<file path="src/rtl/sprite_compositor.sv">
// -----------------------------------------------------------------------------
// sprite_compositor
//   Per-pixel compositor that lays NUM_SPRITES rectangular sprites over the
//   background colour. It sits between the VGA timing generator / sprite ROMs
//   and the DAC.
//
//   Sprite geometry is double-buffered. Writes land in shadow registers, and
//   frame_start copies shadow into the active set. Only the active set is used
//   to draw, so a write in the middle of a line cannot tear the picture.
//
//   Pipeline (one pixel per clock, no backpressure):
//     stage 0 : hit test against the active rectangles, local offsets to ROMs
//     stage 1 : keyed transparency, lowest-index priority, collision detect
//   A pixel presented at cycle T produces color at T+2.
//
// Ports
//   Clk, Reset_n            clock; asynchronous active-low reset
//   pix_valid, DrawX, DrawY pixel stream from the VGA controller
//   frame_start             1-cycle vblank pulse, commits shadow -> active
//   wr_en, wr_idx, wr_x, wr_y, wr_w, wr_h, wr_on
//                           sprite register write port (shadow set)
//   wr_err                  1-cycle pulse after a write to a nonexistent sprite
//   spr_offx, spr_offy      per-sprite local offsets to the sprite ROMs
//   spr_data                per-sprite ROM data for those offsets (async read)
//   bkg_color               background colour for the pixel in stage 1
//   color, color_valid      composited pixel and its valid flag
//   collision               sprites that overlapped another opaque sprite
//                           during the previous frame
// -----------------------------------------------------------------------------
module sprite_compositor #(
   parameter int                 NUM_SPRITES = 4,
   parameter int                 COLOR_W     = 16,
   parameter int                 COORD_W     = 10,
   parameter logic [COLOR_W-1:0] KEY_COLOR   = 16'hF81F
) (
   input  logic                           Clk,
   input  logic                           Reset_n,
   input  logic                           pix_valid,
   input  logic [COORD_W-1:0]             DrawX,
   input  logic [COORD_W-1:0]             DrawY,
   input  logic                           frame_start,
   input  logic                           wr_en,
   input  logic [3:0]                     wr_idx,
   input  logic [COORD_W-1:0]             wr_x,
   input  logic [COORD_W-1:0]             wr_y,
   input  logic [COORD_W-1:0]             wr_w,
   input  logic [COORD_W-1:0]             wr_h,
   input  logic                           wr_on,
   output logic                           wr_err,
   output logic [NUM_SPRITES*COORD_W-1:0] spr_offx,
   output logic [NUM_SPRITES*COORD_W-1:0] spr_offy,
   input  logic [NUM_SPRITES*COLOR_W-1:0] spr_data,
   input  logic [COLOR_W-1:0]             bkg_color,
   output logic [COLOR_W-1:0]             color,
   output logic                           color_valid,
   output logic [NUM_SPRITES-1:0]         collision
);

   // ---------------------------------------------------------------- stage 0
   logic [NUM_SPRITES-1:0]         hit_d;
   logic [NUM_SPRITES*COORD_W-1:0] offx_d;
   logic [NUM_SPRITES*COORD_W-1:0] offy_d;

   // stage 0 -> stage 1 registers
   logic [NUM_SPRITES-1:0]         hit_q;
   logic                           pix_valid_q;
   logic [NUM_SPRITES*COORD_W-1:0] offx_q;
   logic [NUM_SPRITES*COORD_W-1:0] offy_q;

   // ---------------------------------------------------------------- stage 1
   logic [NUM_SPRITES-1:0]         opaque;
   logic [COLOR_W-1:0]             win_color;
   logic                           multi_hit;
   logic [NUM_SPRITES-1:0]         coll_add;

   logic [COLOR_W-1:0]             color_q;
   logic                           color_valid_q;
   logic                           wr_err_q;
   logic [NUM_SPRITES-1:0]         acc_q;
   logic [NUM_SPRITES-1:0]         collision_q;

   // wr_idx is 4 bits wide but NUM_SPRITES may be 16, so compare at 5 bits.
   logic                           idx_ok;
   assign idx_ok = ({1'b0, wr_idx} < 5'(NUM_SPRITES));

   genvar gi;
   generate
      for (gi = 0; gi < NUM_SPRITES; gi++) begin : g_spr
         logic [COORD_W-1:0] sx_q, sy_q, sw_q, sh_q;
         logic               son_q;
         logic [COORD_W-1:0] ax_q, ay_q, aw_q, ah_q;
         logic               aon_q;
         logic [COORD_W:0]   x_end, y_end;
         logic               in_x, in_y;

         // Commit reads the shadow value from before the edge, so a write
         // in the same cycle as frame_start waits for the next commit.
         always_ff @(posedge Clk or negedge Reset_n) begin
            if (!Reset_n) begin
               sx_q  <= '0;
               sy_q  <= '0;
               sw_q  <= '0;
               sh_q  <= '0;
               son_q <= 1'b0;
               ax_q  <= '0;
               ay_q  <= '0;
               aw_q  <= '0;
               ah_q  <= '0;
               aon_q <= 1'b0;
            end else begin
               if (frame_start) begin
                  ax_q  <= sx_q;
                  ay_q  <= sy_q;
                  aw_q  <= sw_q;
                  ah_q  <= sh_q;
                  aon_q <= son_q;
               end
               if (wr_en && (wr_idx == 4'(gi))) begin
                  sx_q  <= wr_x;
                  sy_q  <= wr_y;
                  sw_q  <= wr_w;
                  sh_q  <= wr_h;
                  son_q <= wr_on;
               end
            end
         end

         // One extra bit on the far edge: a sprite hanging off the right or
         // bottom of the coordinate space is clipped rather than wrapped.
         assign x_end = {1'b0, ax_q} + {1'b0, aw_q};
         assign y_end = {1'b0, ay_q} + {1'b0, ah_q};
         assign in_x  = (DrawX >= ax_q) && ({1'b0, DrawX} < x_end);
         assign in_y  = (DrawY >= ay_q) && ({1'b0, DrawY} < y_end);

         assign hit_d[gi] = aon_q && (aw_q != '0) && (ah_q != '0) && in_x && in_y;
         assign offx_d[gi*COORD_W +: COORD_W] = hit_d[gi] ? (DrawX - ax_q) : '0;
         assign offy_d[gi*COORD_W +: COORD_W] = hit_d[gi] ? (DrawY - ay_q) : '0;

         assign opaque[gi] = hit_q[gi] && (spr_data[gi*COLOR_W +: COLOR_W] != KEY_COLOR);
      end
   endgenerate

   // Scan from the highest index down so the lowest opaque index wins.
   always_comb begin
      win_color = bkg_color;
      for (int i = NUM_SPRITES - 1; i >= 0; i--) begin
         if (opaque[i]) begin
            win_color = spr_data[i*COLOR_W +: COLOR_W];
         end
      end
   end

   // Clearing the lowest set bit leaves something only if two or more were set.
   assign multi_hit = (opaque & (opaque - NUM_SPRITES'(1))) != '0;
   assign coll_add  = multi_hit ? opaque : '0;

   always_ff @(posedge Clk or negedge Reset_n) begin
      if (!Reset_n) begin
         hit_q         <= '0;
         pix_valid_q   <= 1'b0;
         offx_q        <= '0;
         offy_q        <= '0;
         color_q       <= '0;
         color_valid_q <= 1'b0;
         wr_err_q      <= 1'b0;
         acc_q         <= '0;
         collision_q   <= '0;
      end else begin
         hit_q         <= hit_d;
         pix_valid_q   <= pix_valid;
         offx_q        <= offx_d;
         offy_q        <= offy_d;
         color_valid_q <= pix_valid_q;
         // Blanking pixels leave the last visible colour on the output.
         if (pix_valid_q) begin
            color_q <= win_color;
         end
         wr_err_q <= wr_en && !idx_ok;
         // The overlap seen in the commit cycle still belongs to the old frame.
         if (frame_start) begin
            collision_q <= acc_q | coll_add;
            acc_q       <= '0;
         end else begin
            acc_q <= acc_q | coll_add;
         end
      end
   end

   assign spr_offx    = offx_q;
   assign spr_offy    = offy_q;
   assign color       = color_q;
   assign color_valid = color_valid_q;
   assign wr_err      = wr_err_q;
   assign collision   = collision_q;

endmodule

</file>
<file path="config.mk">
export PLATFORM = sky130hd
export DESIGN_NAME = sprite_compositor
export DESIGN_NICKNAME = d
export VERILOG_FILES = /design/src/rtl/sprite_compositor.sv
export SDC_FILE = /design/constraint.sdc
export NUM_CORES = 1
export LEC_CHECK = 0
export ABC_AREA = 1
export ABC_CLOCK_PERIOD_IN_PS = 2600
export CAP_MARGIN = 5
export CORE_MARGIN = 1.5
export CORE_UTILIZATION = 53
export CTS_BUF_LIST = sky130_fd_sc_hd__clkbuf_16
export CTS_CLUSTER_SIZE = 25
export DETAILED_ROUTE_END_ITERATION = 16
export GPL_TIMING_DRIVEN = 0
export PLACE_DENSITY = 0.89
export SLEW_MARGIN = 20
export SYNTH_ARGS = -nofsm -noshare
export SYNTH_HDL_FRONTEND = slang
export SYNTH_SLANG_ARGS = --single-unit
</file>
<file path="constraint.sdc">
create_clock -name Clk -period 2.6 [get_ports Clk]
set_input_delay 0.52 -clock Clk [delete_from_list [all_inputs] [get_ports Clk]]
set_output_delay 0.52 -clock Clk [all_outputs]
set_load 0.01 [all_outputs]
</file>
==> flow_metrics.py, run 1 <==
metrics = {
    "clock_network": {
        "htree_num_levels": 2,
        "cts-root-buf": "clkbuf_16",
        "clock_latency_ns": 0.61,
        "clk_path_buf_depth": 3,
        "cts_buffers": 48,
        "cts_tree": "done",
        "clk_pin_slew_worst_paths_ns": 0.07,
        "clock_sinks": 439,
    },
    "logic_synthesis": {
        "synth_cell_type_count": 32,
        "ys_seq_area_share_pct": 42.32,
        "yosysTopAreaCellShare_pct": 42.32,
        "syn_nets": 3657,
        "syn_area_um2": 25960,
        "yosysTopAreaCell": "dfrtp_1",
        "avgSynthCellArea_um2": 7.965,
        "synth.ff_latch_count": 439,
        "ys_warn_count": 0,
        "synth_area_leaders": "dfrtp_1, nand2_1, ha_1",
        "synth_cells": 3259,
    },
    "route": {
        "firstDrtPassIters": 9,
        "routed_via_density": 5.910,
        "first_iter_violations": 2663,
        "drc": 0,
        "ant_nets": 0,
        "detail_route.wl_per_cell_um": 20.54,
        "num_vias": 25310,
        "wl_mm": 87.97,
    },
    "sta": {
        "grt_setup_unrepaired": "true",
        "skew_ns": 0.02914,
        "relSlewSlack_pct": 30.40,
        "fin_crit_sh_pct": 121.8,
        "whs_ns": 0.3823,
        "max_freq_mhz": 315.9,
        "final_max_slew_viol_count": 0,
        "timing.final.crit_period_ns": 3.166,
        "setup_viol": 84,
        "setup_slack_ns": -0.5657,
        "worst_pin_slew_ns": 1.041,
        "hold_viol": 0,
    },
    "critical_path": {
        "critical_path.top_delay_family": "simple AND/OR/NAND/NOR gates",
        "startpoint": "g_spr[2].ah_q[3]$_DFFE_PN0P_",
        "required_ns": 3.03,
        "r2r_cells": 19,
        "cp.depth": 19,
        "r2r_start": "g_spr[2].ah_q[3]$_DFFE_PN0P_",
        "crit_slowest_cell": "dfrtp_1",
        "cpMostUsedCell": "nand2_2",
        "end_kind": "flop",
        "r2r_end": "hit_q[2]$_DFF_PN0_",
        "cp_num_buf_inv": 3,
        "cp-start-kind": "flop",
        "worstSetupEndpoint": "hit_q[2]$_DFF_PN0_",
        "slowest_delay_ns": 0.44,
        "critical_path_arrival_ns": 3.60,
        "path_cells": "ha_4, a21o_1, nand2_2, nand2_2, nor2_4, nor2_1, nor2_1, xor2_1, ha_1, nand2_1, inv_1, nand2_2, nand2_1, nand2_1, nand2_2, nand2_4, nand3_4, buf_8, clkinvlp_4",
        "crit_fanout": 5,
        "critPathKind": "flop to flop",
        "r2r_slack_ns": -0.57,
    },
    "floorplanning": {
        "start_util_pct": 54.03,
        "die-area_um2": 50320,
        "std_cell_rows": 80,
        "die_w_um": 224.3,
        "boundaryPins": 252,
        "fp.coreArea_um2": 48050,
        "die_y_um": 224.3,
    },
    "run_status": {
        "violations": "setup timing",
        "outcome": "complete, but fails checks",
    },
    "global_route": {
        "gr-total-overflow": 0,
        "grt_max_degree": 104,
        "grt_usage_pct": 33.57,
        "grt_pass1_wl_mm": 131.0,
        "grt_pass1_vias": 24770,
        "antenna_found_initial": 5,
    },
    "place": {
        "portBuffers": 250,
        "hpwlAfterDp_mm": 58.82,
        "place_congestion": 0.9576,
    },
    "cells_and_area": {
        "area_delta_synth_final_pct": 25.90,
        "fin_util_pct": 68.02,
        "final_common_cell": "nand2_1",
        "nets": 4026,
        "drive_gt1_share_pct": 10.26,
        "layout_common_cells": "nand2_1, dfrtp_1, inv_1",
    },
    "power": {
        "ir_worst_vdd_mv": 0.4901,
        "pwr_density_cell_nw_per_um2": 790.9,
        "p_leak_nw": 16.01,
    },
    "min_path": {
        "holdCritPathClass": "input port to flop",
    },
    "job": {
        "drv_cap": 0,
    },
}
-- flip-flops by register name (all words and copies together), names as in the netlist, 40 cells and up --
signal / flops
g_spr.ah_q: 40
g_spr.aw_q: 40
g_spr.ax_q: 40
g_spr.ay_q: 40
g_spr.sh_q: 40
g_spr.sw_q: 40
g_spr.sx_q: 40
g_spr.sy_q: 40
spr_offx: 40
spr_offy: 40
-- worst min path at each step --
stage / slack, ns / endpoint / startpoint / depth (start not counted)
final: 0.38 / pix_valid_q$_DFF_PN0_ / pix_valid / 1
after global routing: 0.38 / pix_valid_q$_DFF_PN0_ / pix_valid / 1
after CTS: 0.37 / pix_valid_q$_DFF_PN0_ / pix_valid / 1
after detailed placement: 0.46 / g_spr[3].aw_q[5]$_DFFE_PN0P_ / g_spr[3].sw_q[5]$_DFFE_PN0P_ / 2
after global placement: 0.46 / g_spr[2].ah_q[1]$_DFFE_PN0P_ / g_spr[2].sh_q[1]$_DFFE_PN0P_ / 2
after floorplan: 0.22 / acc_q[0]$_DFF_PN0_ / Reset_n / 0
-- worst reg2reg max path: stages, from the launching register on --
cell and delay, ns:
dfrtp_1 0.44, ha_4 0.28, a21o_1 0.23, nand2_2 0.10, nand2_2 0.09, nor2_4 0.16
nor2_1 0.06, nor2_1 0.14, xor2_1 0.10, ha_1 0.32, nand2_1 0.06, inv_1 0.08
nand2_2 0.06, nand2_1 0.06, nand2_1 0.07, nand2_2 0.08, nand2_4 0.08, nand3_4 0.22
buf_8 0.18, clkinvlp_4 0.16
-- cell type report --
type / instances / area, µm²
Buffer: 93 / 500.5
Tap cell: 615 / 769.5
Clock inverter: 39 / 322.8
Antenna cell: 1 / 2.502
Fill cell: 3357 / 15360
Multi-Input combinational cell: 2323 / 14050
Timing Repair Buffer: 319 / 3286
Inverter: 404 / 1526
Sequential cell: 439 / 11000
Clock buffer: 49 / 1226
-- power breakdown --
group	leakage (nW)	total, mW	internal [mW]	switching, mW
registers	5.70	8.98	8.00	0.977
logic	9.55	10.0	3.98	6.06
clock network	0.755	6.83	3.77	3.06
total	16.0	25.8	15.7	10.1
-- kinds of logic (layout without fill, tap and decap cells) --
logic type,count (synthesis),in the layout,synth area share (%)
other,0,1,0
adder cells (fa/ha/maj),248,248,12.42
flip-flops,439,439,42.32
AND/OR/NAND/NOR,1366,1366,21.51
XOR/XNOR,128,128,4.319
buffers and inverters,497,904,7.538
AO/OA/AOI/OAI,581,581,11.90
-- through the flow --
step | instance area (µm²) | setup WS (ns) | TNS (ns) | std cells | power, mW
3_5_place_dp | 29350 | -0.8428 | -60.30 | 4128 | 17.30
2_1_floorplan | 25970 | 0.005050 | 0 | 3259 | 14.63
5_1_grt | 32680 | -0.6968 | -44.57 | 4282 | 27.26
4_1_cts | 31940 | -0.3877 | -25.97 | 4258 | 24.82
6_report | 32680 | -0.5657 | -32.02 | 4282 | 25.85
3_3_place_gp | 29240 | -17.95 | -7920.34 | 4124 | 16.94
-- timing repair --
action | CTS | global route
hold endpoints to repair | 62 | 0
gates cloned | 7 | 1
pin swaps | 24 | 32
hold buffers | 1 | 0
resized for setup | 133 | 130
setup endpoints to repair | 84 | 84
buffers inserted | 34 | 24
-- metal layers --
metal | global-route usage [%] | part of all wire [%] | up-vias
li1 | - | - | 11230
met1 | 38.91 | 35 | 11850
met2 | 55.07 | 46 | 1708
met3 | 6.897 | 10 | 516
met4 | 25.35 | 8.3 | 4
met5 | 0 | 0.030 | -
-- Yosys cell counts --
library cell / count
clkbuf_1: 64
fa_1: 16
a21oi_1: 113
dfrtp_1: 439
o21bai_1: 36
nor3_1: 20
nor2_1: 220
inv_1: 404
xnor2_1: 37
nor4_1: 6
a31o_2: 2
a21o_1: 13
xor2_1: 91
buf_2: 19
buf_4: 2
o21ai_0: 375
nand3_1: 110
nor4b_2: 1
nand2_2: 1
nand3b_1: 2
buf_6: 8
nor3_2: 4
and3_1: 4
ha_1: 232
nand3_2: 4
nand4_1: 24
nor2_4: 2
nand2_1: 919
a21boi_1: 1
o21ai_1: 3
a31oi_1: 38
nor2_2: 49
Note: power is estimated with default switching activity, not from simulation.
==> run 2: changes to the inputs <==
--- a/config.mk
+++ b/config.mk
@@ -8,9 +8,10 @@
 export ABC_AREA = 1
 export ABC_CLOCK_PERIOD_IN_PS = 2600
 export CAP_MARGIN = 5
-export CORE_MARGIN = 1.5
+export CORE_MARGIN = 1
 export CORE_UTILIZATION = 53
 export CTS_BUF_LIST = sky130_fd_sc_hd__clkbuf_16
+export CTS_CLUSTER_DIAMETER = 100
 export CTS_CLUSTER_SIZE = 25
 export DETAILED_ROUTE_END_ITERATION = 16
 export GPL_TIMING_DRIVEN = 0
==> run 2 against run 1 <==
Effect of this change:
- the flow still finishes with violations (setup timing)
- clock skew shrank 0.0040 ns
- combinational power is essentially flat
- fmax grew 4.5%
- clock power shrank 41%
- setup slack gained 0.14 ns
- global-route usage shrank 1.7 points
- critical endpoint is now hit_q[1]$_DFF_PN0_
- sequential power shrank 0.6%
- highest routed layer unchanged
- routed wire length shrank 6.6%
- sequential share of layout area grew 1.1 points
- cell count shrank 1.5%
- largest power group unchanged
- design area shrank 3.3%
- die area shrank 0.89%
==> flow_metrics.py, run 2 (same netlist as run 1, synthesis figures left out) <==
metrics = {
    "global_route": {
        "antenna_found_initial": 1,
        "grt_usage_pct": 31.86,
        "gr-total-overflow": 0,
        "grt_max_degree": 103,
        "grt_pass1_wl_mm": 124.2,
        "grt_pass1_vias": 23410,
    },
    "cells_and_area": {
        "final_area_um2": 31610,
        "nets": 3997,
        "layout_common_cells": "nand2_1, dfrtp_1, inv_1",
        "drive_gt1_share_pct": 8.796,
        "final_common_cell": "nand2_1",
        "nFillCells": 3619,
        "area_delta_synth_final_pct": 21.78,
        "diodes": 0,
    },
    "critical_path": {
        "cp_num_buf_inv": 3,
        "r2r_start": "g_spr[1].ah_q[0]$_DFFE_PN0P_",
        "critical_path.top_delay_family": "adder cells",
        "crit_slowest_cell": "dfrtp_1",
        "cpMostUsedCell": "nand2_1",
        "required_ns": 3.08,
        "end_kind": "flop",
        "slowest_delay_ns": 0.43,
        "crit_fanout": 5,
        "path_cells": "ha_2, fa_2, buf_4, a31oi_4, xor2_1, ha_1, nand2_1, nand2_1, a21oi_2, nand2_1, nand2_1, nand2_1, nand2_1, nand2_1, nand2_2, nand3_4, buf_8, clkinvlp_4",
        "cp-start-kind": "flop",
        "critical_path_arrival_ns": 3.51,
        "startpoint": "g_spr[1].ah_q[0]$_DFFE_PN0P_",
        "critPathKind": "flop to flop",
    },
    "floorplanning": {
        "die_y_um": 223.3,
        "fp.coreArea_um2": 48050,
        "std_cell_rows": 80,
        "die_w_um": 223.3,
        "start_util_pct": 54.03,
        "boundaryPins": 252,
        "die-area_um2": 49870,
    },
    "place": {
        "place_congestion": 0.9495,
        "hpwlAfterDp_mm": 58.67,
        "pre_cts_ws_ns": -0.8338,
        "portBuffers": 250,
        "dpl_cell_area_um2": 29380,
    },
    "sta": {
        "relSlewSlack_pct": 34.31,
        "grt_setup_unrepaired": "true",
        "hold_viol": 0,
        "setup_viol": 84,
        "finalSetupTns_ns": -27.02,
        "worst_pin_slew_ns": 0.9823,
        "timing.final.crit_period_ns": 3.028,
        "setup_slack_ns": -0.4283,
        "whs_ns": 0.3739,
        "final_max_slew_viol_count": 0,
        "fin_crit_sh_pct": 116.5,
        "skew_ns": 0.02510,
        "max_freq_mhz": 330.2,
    },
    "route": {
        "firstDrtPassIters": 6,
        "detail_route.wl_per_cell_um": 19.48,
        "first_iter_violations": 2660,
        "routed_via_density": 5.767,
        "ant_nets": 0,
        "drc": 0,
        "wl_mm": 82.19,
        "num_vias": 24330,
    },
    "clock_network": {
        "clk_path_buf_depth": 3,
        "clk_pin_slew_worst_paths_ns": 0.10,
        "cts-root-buf": "clkbuf_16",
        "htree_num_levels": 1,
        "cts_tree": "done",
        "cts_buffers": 22,
        "clock_sinks": 439,
        "clock_latency_ns": 0.57,
    },
    "power": {
        "pwr_density_cell_nw_per_um2": 719.0,
        "ir_worst_vdd_mv": 0.5570,
        "p_leak_nw": 15.53,
        "total_power_mw": 22.73,
    },
    "run_status": {
        "violations": "setup timing",
        "outcome": "complete, but fails checks",
    },
    "job": {
        "drv_cap": 0,
    },
    "min_path": {
        "holdCritPathClass": "input port to asynchronous set/reset pin",
    },
}
run 2: cell type report:
class                   count  area (µm²)  area share [%]
plain buffers              93       486.7           1.540
clock buffers              23       575.6           1.821
clock inverters             6       70.07          0.2216
inverters                 404        1529           4.837
multi-input cells        2323       13940           44.09
flip-flops and latches    439       10990           34.78
well taps                 615       769.5           2.434
repair buffers            316        3251           10.28
run 2: worst register-to-register path: cells and delay by family (launching register included):
kind / cells / cell delay (ns)
buffers and inverters: 3 / 0.50
adders and majority gates: 3 / 0.83
and+or+nand+nor: 9 / 0.72
DFF: 1 / 0.43
xor gates and xnor gates: 1 / 0.18
AOI/OAI and AO/OA: 2 / 0.29
run 2: final timing paths:
path	endpoint	slack (ns)	cells after the start
max in group asynchronous	g_spr[1].ax_q[0]$_DFFE_PN0P_	1.00	4
worst max register to register	hit_q[1]$_DFF_PN0_	-0.43	18
worst min register to register	collision[1]$_DFFE_PN0P_	0.49	2
min in group Clk	pix_valid_q$_DFF_PN0_	0.41	1
worst min-delay path	spr_offy[0]$_DFF_PN0_	0.37	2
worst max-delay path	hit_q[1]$_DFF_PN0_	-0.43	18
run 2: metrics by stage:
step | std cells | util (%)
after floorplan | 3259 | -
after global placement | 4124 | 60.85
after detailed placement | 4129 | 61.15
after CTS | 4198 | 64.36
after global routing | 4219 | 65.80
final | 4219 | 65.80
run 2: report_power, final:
part           leakage, nW  switching (mW)  internal (mW)  total (mW)
registers             5.70           0.946           7.98        8.93
logic                 9.50            5.83           3.95        9.78
clock network        0.322            2.29           1.72        4.02
run 2: layer usage:
layer | GRT usage (%) | part of all wire (%)
met1 | 38.39 | 37
met5 | 0 | 0.021
met4 | 19.42 | 7.3
met2 | 52.95 | 47
met3 | 6.137 | 9.0
run 2: what timing repair did:
item	CTS	global route
pin swaps	30	39
endpoints found under the setup margin	84	84
hold endpoints to repair	23	0
gates cloned	6	0
resized for setup	116	117
setup buffers	33	21
hold buffers	1	0
